===== src/rtl/serial_add_sub.sv =====
// rtl/serial_add_sub.sv - digit-serial adder/subtractor with valid/ready handshake
// Adds one DIGIT-bit slice per cycle through a carry register; results held until the next completes.
module serial_add_sub #(
   parameter int WIDTH = 16,
   parameter int DIGIT = 4
) (
   input  logic             clk,
   input  logic             rst,
   input  logic             in_valid,
   output logic             in_ready,
   input  logic [WIDTH-1:0] a,
   input  logic [WIDTH-1:0] b,
   input  logic             cin,
   input  logic             sign,
   output logic             out_valid,
   input  logic             out_ready,
   output logic [WIDTH-1:0] sum,
   output logic             cout,
   output logic             ovf,
   output logic             zero
);

   localparam int NSLICE = WIDTH / DIGIT;
   localparam int CW = (NSLICE > 1) ? $clog2(NSLICE) : 1;
   localparam logic [CW-1:0] LAST = CW'(NSLICE - 1);

   typedef enum logic [1:0] {IDLE, RUN, DONE} state_t;

   state_t           state_q, state_d;
   logic [CW-1:0]    cnt_q, cnt_d;
   logic             carry_q, carry_d;
   logic [WIDTH-1:0] op_a_q, op_a_d;
   logic [WIDTH-1:0] op_b_q, op_b_d;
   logic [WIDTH-1:0] res_q, res_d;
   logic [WIDTH-1:0] sum_q, sum_d;
   logic             cout_q, cout_d;
   logic             ovf_q, ovf_d;
   logic             zero_q, zero_d;
   logic             in_ready_q, in_ready_d;
   logic             out_valid_q, out_valid_d;

   int               base;
   logic [DIGIT-1:0] slice_a, slice_b, slice_s;
   logic             slice_c, msb_cin;

   // Only a DIGIT-bit ripple exists between the carry register and the next carry.
   always_comb begin
      base    = int'(cnt_q) * DIGIT;
      slice_a = op_a_q[base +: DIGIT];
      slice_b = op_b_q[base +: DIGIT];
      {slice_c, slice_s} = {1'b0, slice_a} + {1'b0, slice_b} + {{DIGIT{1'b0}}, carry_q};
      msb_cin = slice_a[DIGIT-1] ^ slice_b[DIGIT-1] ^ slice_s[DIGIT-1];
   end

   always_comb begin
      state_d     = state_q;
      cnt_d       = cnt_q;
      carry_d     = carry_q;
      op_a_d      = op_a_q;
      op_b_d      = op_b_q;
      res_d       = res_q;
      sum_d       = sum_q;
      cout_d      = cout_q;
      ovf_d       = ovf_q;
      zero_d      = zero_q;
      in_ready_d  = in_ready_q;
      out_valid_d = out_valid_q;
      case (state_q)
         IDLE: begin
            if (in_valid) begin
               op_a_d     = a;
               op_b_d     = b ^ {WIDTH{sign}};
               carry_d    = cin;
               cnt_d      = '0;
               state_d    = RUN;
               in_ready_d = 1'b0;
            end
         end
         RUN: begin
            res_d[base +: DIGIT] = slice_s;
            carry_d = slice_c;
            if (cnt_q == LAST) begin
               cnt_d       = '0;
               state_d     = DONE;
               out_valid_d = 1'b1;
               sum_d       = res_d;
               cout_d      = slice_c;
               ovf_d       = msb_cin ^ slice_c;
               zero_d      = (res_d == '0);
            end else begin
               cnt_d = cnt_q + CW'(1);
            end
         end
         DONE: begin
            if (out_ready) begin
               state_d     = IDLE;
               out_valid_d = 1'b0;
               in_ready_d  = 1'b1;
            end
         end
         default: begin
            state_d     = IDLE;
            out_valid_d = 1'b0;
            in_ready_d  = 1'b1;
         end
      endcase
   end

   always_ff @(posedge clk or posedge rst) begin
      if (rst) begin
         state_q     <= IDLE;
         cnt_q       <= '0;
         carry_q     <= 1'b0;
         op_a_q      <= '0;
         op_b_q      <= '0;
         res_q       <= '0;
         sum_q       <= '0;
         cout_q      <= 1'b0;
         ovf_q       <= 1'b0;
         zero_q      <= 1'b0;
         in_ready_q  <= 1'b1;
         out_valid_q <= 1'b0;
      end else begin
         state_q     <= state_d;
         cnt_q       <= cnt_d;
         carry_q     <= carry_d;
         op_a_q      <= op_a_d;
         op_b_q      <= op_b_d;
         res_q       <= res_d;
         sum_q       <= sum_d;
         cout_q      <= cout_d;
         ovf_q       <= ovf_d;
         zero_q      <= zero_d;
         in_ready_q  <= in_ready_d;
         out_valid_q <= out_valid_d;
      end
   end

   assign in_ready  = in_ready_q;
   assign out_valid = out_valid_q;
   assign sum       = sum_q;
   assign cout      = cout_q;
   assign ovf       = ovf_q;
   assign zero      = zero_q;

endmodule


===== config.mk =====
export PLATFORM = sky130hd
export DESIGN_NAME = serial_add_sub
export DESIGN_NICKNAME = d
export VERILOG_FILES = /design/src/rtl/serial_add_sub.sv
export SDC_FILE = /design/constraint.sdc
export NUM_CORES = 1
export LEC_CHECK = 0
export BUFFER_PORTS_ARGS = -buffer_cell sky130_fd_sc_hd__buf_2
export CORE_MARGIN = 5
export CORE_UTILIZATION = 40
export DETAILED_ROUTE_END_ITERATION = 8
export PLACE_DENSITY_LB_ADDON = 0.08
export SLEW_MARGIN = 15
export SYNTH_ARGS = -nofsm -noshare
export SYNTH_HDL_FRONTEND = slang
export SYNTH_SLANG_ARGS = --single-unit

===== constraint.sdc =====
create_clock -name clk -period 5.4 [get_ports clk]
set_input_delay 0.54 -clock clk [delete_from_list [all_inputs] [get_ports clk]]
set_output_delay 0.54 -clock clk [all_outputs]
set_load 0.005 [all_outputs]

* Word level (Yosys, flattened, before mapping)
Index checks and enable logic that the tools add are counted.
** Operators by class
- Shift-type cells :: 4
- Equal/unequal tests :: 6
- Reductions and logical operators :: 9
- Multipliers :: 0
- Div/mod/pow operators :: 0
- Add/subtract/negate cells :: 4
- $lt $le $gt $ge :: 0
- Bitwise logic cells :: 6
- Mux-type cells :: 16
** Operators with widths (count)
- 4-bit negator with 33-bit output :: 1
- 4-bit by 33-bit variable shift with 16-bit output (first input constant) :: 1
- 4-bit by 33-bit variable part select with 16-bit output :: 1
- 16-bit by 5-bit variable part select with 4-bit output :: 2
- 16-bit bitwise mux :: 1
- 16-bit zero test :: 1
- 16-bit bitwise XOR :: 1
- 2-bit 2-to-1 mux :: 5
- 3-bit AND reduction :: 3
- 2-bit inequality test (second input constant) :: 3
- 1-bit case mux with 3 select lines :: 2
- 2-bit case mux with 3 select lines :: 1
- 2-bit AND reduction :: 3
- 4-bit by 4-bit adder with 5-bit output :: 1
- 5-bit by 1-bit adder with 5-bit output :: 1
- 1-bit 2-to-1 mux :: 5
- 2-bit equality test (second input constant) :: 2
- 2-bit case mux with 2 select lines :: 1
- 1-bit bitwise XOR :: 3
- 2-bit by 1-bit adder with 2-bit output (second input constant) :: 1
- 2-bit by 1-bit equality test with 1-bit output (second input constant) :: 1
- 2-bit zero test :: 1
- 1-bit inverter :: 2
- 1-bit case mux with 2 select lines :: 1
- 2-bit nonzero test :: 1
** Storage, ports and cells
- Output and inout port bits :: 21
- Logic and storage cells :: 57
- Flip-flop bits (word level) :: 74
- Bits in latches :: 0
- Memory bits (writable) :: 0
- ROM bits :: 0
- Memories :: 0

* Longest topological paths before layout
Gate-level depths: netlist of run 1.
- Word-level depth :: 6
- Depth in mapped cells :: 11
- Mapped depth without buffers :: 9

* Worst setup path after synthesis of run 1
No wires, ideal clock.
- Kind :: reg2reg
- Start point :: register cnt_q[0]
- End point :: register zero_q (netlist: zero)
- Setup time :: 0.095 ns
- Data required time :: 5.305 ns
- Cell stages (with the launch flop) :: 12
- Arrival :: 2.760 ns
- Slack :: 2.545 ns
- Path buffers :: 2
- Cell sequence :: dfrtp_1 buf_6 buf_2 mux4_2 fa_1 inv_1 fa_1 xor2_2 nor2_1 a2bb2oi_1 nand4_1 o31ai_1
** On the way
- Word-level cells in the longest chain between the ends :: 6
- Elaborated cells between the ends (all ways) :: 11
- Classes of those cells :: 3 x add/sub; 1 x eq/ne; 4 x shift; 1 x mux; 2 x reduce/logical
** RTL lines
- start, declared :: line 30 : logic [CW-1:0] cnt_q, cnt_d;
- start signal, assigned :: line 125 : cnt_q <= cnt_d;
- 16-bit by 5-bit variable part select with 4-bit output (on tied branches) :: line 49, 50
- 4-bit by 4-bit adder with 5-bit output :: line 51 : {slice_c, slice_s} = {1'b0, slice_a} + {1'b0, slice_b} + {{DIGIT{1'b0}}, carry_q};
- 5-bit by 1-bit adder with 5-bit output :: line 51
- 4-bit by 33-bit variable part select with 16-bit output :: line 80 : res_d[base +: DIGIT] = slice_s;
- 16-bit bitwise mux :: line 80
- 16-bit zero test :: line 89 : zero_d = (res_d == '0);
- end signal, assigned :: line 133 : zero_q <= zero_d;
- end, declared :: line 38 : logic zero_q, zero_d;
Several ways; a longest one is shown, not always the timed one.
A chain may end at the register's enable or synchronous reset.

* Worst setup path after layout of run 1
Same ends and word-level chain as after synthesis.

==> reports/results.tsv, run 1 <==
metric	value	unit
viasPerCell	5.20	
critPathCaptureType	register	
synth_edf_count	0	
p_leak	1.92	nW
cts_resized	0	
p_seq_frac	0.315	
synth_top_family_by_area	compound AO/OA/AOI/OAI gates	
status	completed	
finalCritPeriodShare	0.611	
cts.sinks	74	
synth_compound_area_frac	0.141	
multi_input_comb_area	1680	µm²
nFillCells	865	
cts_setup_buffers	0	
core	9060	µm²
synth_nets	388	
dieArea	11200	µm²
placed_cell_area	4020	µm²
p_clk_frac	0.172	
worstSetupStartpointType	register	
slew_violations	0	
clock.fmax	0.303	GHz
power_switching	1.35	mW
die_w	106	µm
io_pins	59	
first_iter_violations	74	
irDropWorstVdd	0.000417	V
die_h	106	µm
dpl_worst_slack	2.07	ns
root_buffer	clkbuf_8	
antenna_cells	0	
hp-class	in2reg	
p_per_area	736	nW/µm²
synth_fa_ha_area_frac	0.0417	
cp.arrival	3.56	ns
drt-total-wl	8000	µm
hold_viol	0	
port_buffers	58	
synthFlopType	dfrtp_1	
power	3.16	mW
ys_types	48	
area_growth	17.1	%
ys_seq_elements	74	
h-tree-depth	3	
detail_route.wl_per_cell	15.7	µm
initial_core_util	0.404	
clk_pin_slew_worst_paths	0.08	ns
grt_pass1_vias	2649	
antenna_found_initial	0	
design_area	4290	µm²
grtUsageTotal	0.152	
postSynthAreaPerCell	10.8	µm²
power_frac_comb	0.512	
vias	2646	
setup_viol	0	
worst-path-max-fanout	20	
ant_nets	0	
setup_ws	2.10	ns
async_flop_share	1.00	
tns	0	ns
required	5.66	ns
rsz0062_at_grt	no	
dpl.cell_count	492	
fin_crit	3.30	ns
synthMuxAreaShare	0.104	
drc	0	
clk_latency	0.34	ns
synth_xor_xnor_area_share	0.0522	
clock_skew	0.00787	ns
final_layout_size_suffix_gt1_frac	0.276	
synthCells	339	
drv_cap	0	
ys_seq_area_frac	0.506	
synth_area	3660	µm²
crit_type	reg2reg	
grt-ovfl-total	0	
switching_share	0.427	
worstMarginPinSlew	1.01	ns
final_nets	442	
max_slew_margin	0.324	
yosys.area_share.simple	0.119	
ff_latch_area	1850	µm²
postCtsHoldBufs	0	
internal_power	1.81	mW
clock_path_buffers	2	
instances_no_fill	509	
tritoncts	built	
drtPass1Iterations	4	
gp_congestion	0.870	
rows	35	
ys_warn_count	0	
dp_hpwl	5710	µm
cts_buffers	9	
grt_pass1_wl	13400	µm
grt_start_max_net_pins	75	
==> flip-flops by register name, indices dropped and copies added, names as in the netlist <==
name / count
res_q: 16
cnt_q: 2
state_q: 2
in_ready: 1
carry_q: 1
zero: 1
ovf: 1
cout: 1
op_a_q: 16
op_b_q: 16
out_valid: 1
sum: 16
==> synthesized netlist by cell type (3+ instances only) <==
cell      count  share of area
o21ai_1       9          0.012
dfrtp_1      73           0.50
nor2_1       29          0.030
a21oi_1      24          0.033
nor3_1        3         0.0041
nand2b_1      3         0.0051
nor2b_1       3         0.0051
inv_1        11          0.011
buf_2         7         0.0096
mux2_2       17          0.052
nand2_1      44          0.045
xnor2_1      19          0.045
clkbuf_1      8         0.0082
ha_1          9          0.031
o31ai_1       5          0.010
o21ai_0      19          0.026
mux4_2        8          0.049
a22oi_1       7          0.014
==> final timing paths <==
kind,from,endpoint,slack (ns),depth (start not counted)
setup / recovery,cnt_q[0],zero,2.10,8
hold / removal,a[7],op_a_q[7],0.42,2
setup reg to reg,cnt_q[0],zero,2.10,8
hold reg to reg,sum[5],sum[5],0.48,2
max in group asynchronous,rst,sum[0],4.33,3
min in group asynchronous,rst,op_a_q[8],0.48,3
==> worst max-delay path, stage by stage, from the launching register on <==
cell,delay [ns]
dfrtp_1,0.93
mux4_2,0.61
fa_1,0.43
inv_1,0.08
fa_1,0.26
xor2_2,0.32
a2bb2oi_1,0.26
o211ai_1,0.11
o31ai_1,0.20
==> cell usage in the layout (no fill, tap or decap), types with 5 or more instances in the layout <==
cell       n
xnor2_1   19
mux2_2    17
o21ai_0   19
ha_1       9
o21ai_1    9
nand2_1   44
mux4_2     8
nor2_1    29
o31ai_1    5
inv_1     10
a22oi_1    7
dfrtp_1   73
buf_2     58
a21oi_1   24
clkbuf_8  11
==> kinds of logic (layout without fill, tap and decap cells) <==
kind of cell	Yosys count	after routing
AO/OA/AOI/OAI	83	83
XOR/XNOR	21	21
adder cells (fa/ha/maj)	11	11
buffers and inverters	29	88
flip-flops	74	74
multiplexers	26	26
AND/OR/NAND/NOR	95	95
==> power by group through the flow <==
stage	Clock [mW]	Combinational [mW]	Sequential, mW
after global placement	0	1.61	1.01
final	0.544	1.62	0.997
after detailed placement	0	1.62	1.02
after floorplan	0	1.24	0.932
after CTS	0.556	1.63	1.00
after global routing	0.578	1.79	1.04
==> per-layer routing <==
metal,global-route usage,vias up,part of all wire
met1,0.212,1262,0.47
li1,-,1287,-
met2,0.235,81,0.46
met3,0.0306,16,0.051
met5,0,-,0
met4,0.0574,0,0.022
==> per-stage QoR <==
stage                     utilization  hold WS [ns]
after floorplan                     -         0.442
after global placement          0.443         0.458
after detailed placement        0.443         0.465
after CTS                       0.471         0.406
after global routing            0.473         0.415
final                           0.473         0.419
==> area by class of cell <==
| type | instances | share of cell area |
|---|---|---|
| Sequential cell | 74 | 0.432 |
| Multi-Input combinational cell | 236 | 0.392 |
| Timing Repair Buffer | 60 | 0.0741 |
| Clock buffer | 12 | 0.0362 |
| Tap cell | 111 | 0.0324 |
| Clock inverter | 4 | 0.0227 |
| Inverter | 12 | 0.0105 |
(Power assumes the default switching activity.)
==> run 2: changes to the inputs <==
- clock period: 5.4 -> 2.92 ns (I/O delays scaled with it)
==> reports/results.tsv, run 2 (synthesized netlist as in run 1, its figures left out) <==
metric	value	unit	change
cts_setup_buffers	0		unchanged
cts_buffers	9		unchanged
hold_viol	0		unchanged
final_common_cell	dfrtp_1		unchanged
p_clk_frac	0.133		was 0.172
antenna_cells	0		unchanged
path_cells	mux4_2, fa_1, inv_1, fa_1, inv_1, nor2_1, a2bb2oi_1, nand4_1, o31ai_1		was mux4_2, fa_1, inv_1, fa_1, xor2_2, a2bb2oi_1, o211ai_1, o31ai_1
rsz0062_at_grt	no		unchanged
worstSetupStartpointType	register		unchanged
internal_power	3.34	mW	was 1.81 mW
fin_crit	2.64	ns	was 3.30 ns
hp-class	in2async		was in2reg
root_buffer	clkbuf_8		unchanged
irDropWorstVdd	0.000738	V	was 0.000417 V
crit_type	reg2reg		unchanged
p_per_area	1380	nW/µm²	was 736 nW/µm²
layout_common_cells	73 x dfrtp_1, 58 x buf_2, 44 x nand2_1		unchanged
drv_cap	0		unchanged
clk_latency	0.35	ns	was 0.34 ns
vias	2638		was 2646
finalCritPeriodShare	0.903		was 0.611
drtPass1Iterations	4		unchanged
clock_path_buffers	2		unchanged
io_pins	59		unchanged
detail_route.wl_per_cell	15.4	µm	was 15.7 µm
antenna_found_initial	0		unchanged
postCtsHoldBufs	0		unchanged
power_switching	2.57	mW	was 1.35 mW
grt_pass1_vias	2692		was 2649
dieArea	11200	µm²	unchanged
gp_congestion	0.826		was 0.870
required	3.15	ns	was 5.66 ns
max_slew_margin	0.470		was 0.324
worst-path-max-fanout	4		was 20
die_h	106	µm	unchanged
path_buf_inv	2		was 1
tritoncts	built		unchanged
clk_pin_slew_worst_paths	0.08	ns	about the same
fin_util	0.473		unchanged
slew_violations	0		unchanged
power_frac_comb	0.567		was 0.512
h-tree-depth	3		unchanged
status	completed		unchanged
p_seq_frac	0.301		was 0.315
cts_resized	0		unchanged
initial_core_util	0.404		unchanged
crit_cells	9		was 8
clock_skew	0.00788	ns	was 0.00787 ns
worstMarginPinSlew	0.792	ns	was 1.01 ns
die_w	106	µm	unchanged
p_leak	1.93	nW	was 1.92 nW
grt_start_max_net_pins	43		was 75
ant_nets	0		unchanged
grt_pass1_wl	13400	µm	about the same
critPathCaptureType	register		unchanged
clock.fmax	0.379	GHz	was 0.303 GHz
final_nets	450		was 442
dp_hpwl	5930	µm	was 5710 µm
port_buffers	58		unchanged
cp.arrival	2.86	ns	was 3.56 ns
final_layout_size_suffix_gt1_frac	0.293		was 0.276
first_iter_violations	92		was 74
area_growth	17.1	%	unchanged
grt-ovfl-total	0		unchanged
drc	0		unchanged
tns	0	ns	unchanged
worst-r2r-cell-count	9		was 8
max_stage_delay	0.54	ns	was 0.93 ns
rows	35		unchanged
core	9060	µm²	unchanged
switching_share	0.435		was 0.427
setup_viol	0		unchanged
grtUsageTotal	0.150		was 0.152
cp_top_family	adder cells		was flip-flops
cp_slowest_cell	mux4_2		was dfrtp_1
cts.sinks	74		unchanged
drt-total-wl	7960	µm	was 8000 µm
viasPerCell	5.10		was 5.20
run 2: cell types whose count changed in the layout (fill, tap and decap cells not counted), sizes merged:
cell	before	now
clkinv	0	3
bufinv	3	1
inv	12	13
buf	60	68
clkbuf	12	9
clkinvlp	1	2
run 2: layer usage:
layer,vias up,part of all wire,routed length (µm),GRT usage
met5,-,0,0,0
met1,1260,0.46,3680,0.195
met3,11,0.047,376,0.0447
met2,63,0.47,3780,0.243
met4,0,0.015,119,0.0453
li1,1304,-,-,-
run 2: final timing paths:
kind | startpoint | end | slack [ns]
min reg2reg | sum[4] | sum[4] | 0.47
min | rst | out_valid | 0.07
max | cnt_q[0] | zero | 0.28
max in group asynchronous | rst | res_q[10] | 2.18
max reg2reg | cnt_q[0] | zero | 0.28
min in group clk | a[13] | op_a_q[13] | 0.17
run 2: layout make-up:
type | instances | area, µm²
clock buffers | 9 | 124
clock inverters | 7 | 68.8
fillers | 877 | 4770
multi-input cells | 236 | 1680
well taps | 111 | 139
inverters | 12 | 45.0
flip-flops and latches | 74 | 1850
repair buffers | 68 | 378
run 2: through the flow:
step	hold slack (ns)	power, mW	area [µm²]	setup slack (ns)	cells
after floorplan	0.430	4.02	3660	0.0645	339
after global placement	0.457	5.14	4100	0.309	501
after detailed placement	0.466	5.18	4100	0.267	501
after CTS	0.0879	5.99	4290	0.248	517
after global routing	0.126	6.38	4290	0.0238	517
final	0.0686	5.91	4290	0.283	517
run 2: power by group through the flow:
| stage | Combinational, mW | Clock (mW) | Sequential [mW] |
|---|---|---|---|
| after floorplan | 2.29 | 0 | 1.72 |
| after global placement | 3.34 | 0 | 1.80 |
| after detailed placement | 3.37 | 0 | 1.81 |
| after CTS | 3.38 | 0.814 | 1.79 |
| after global routing | 3.68 | 0.863 | 1.84 |
| final | 3.35 | 0.783 | 1.78 |
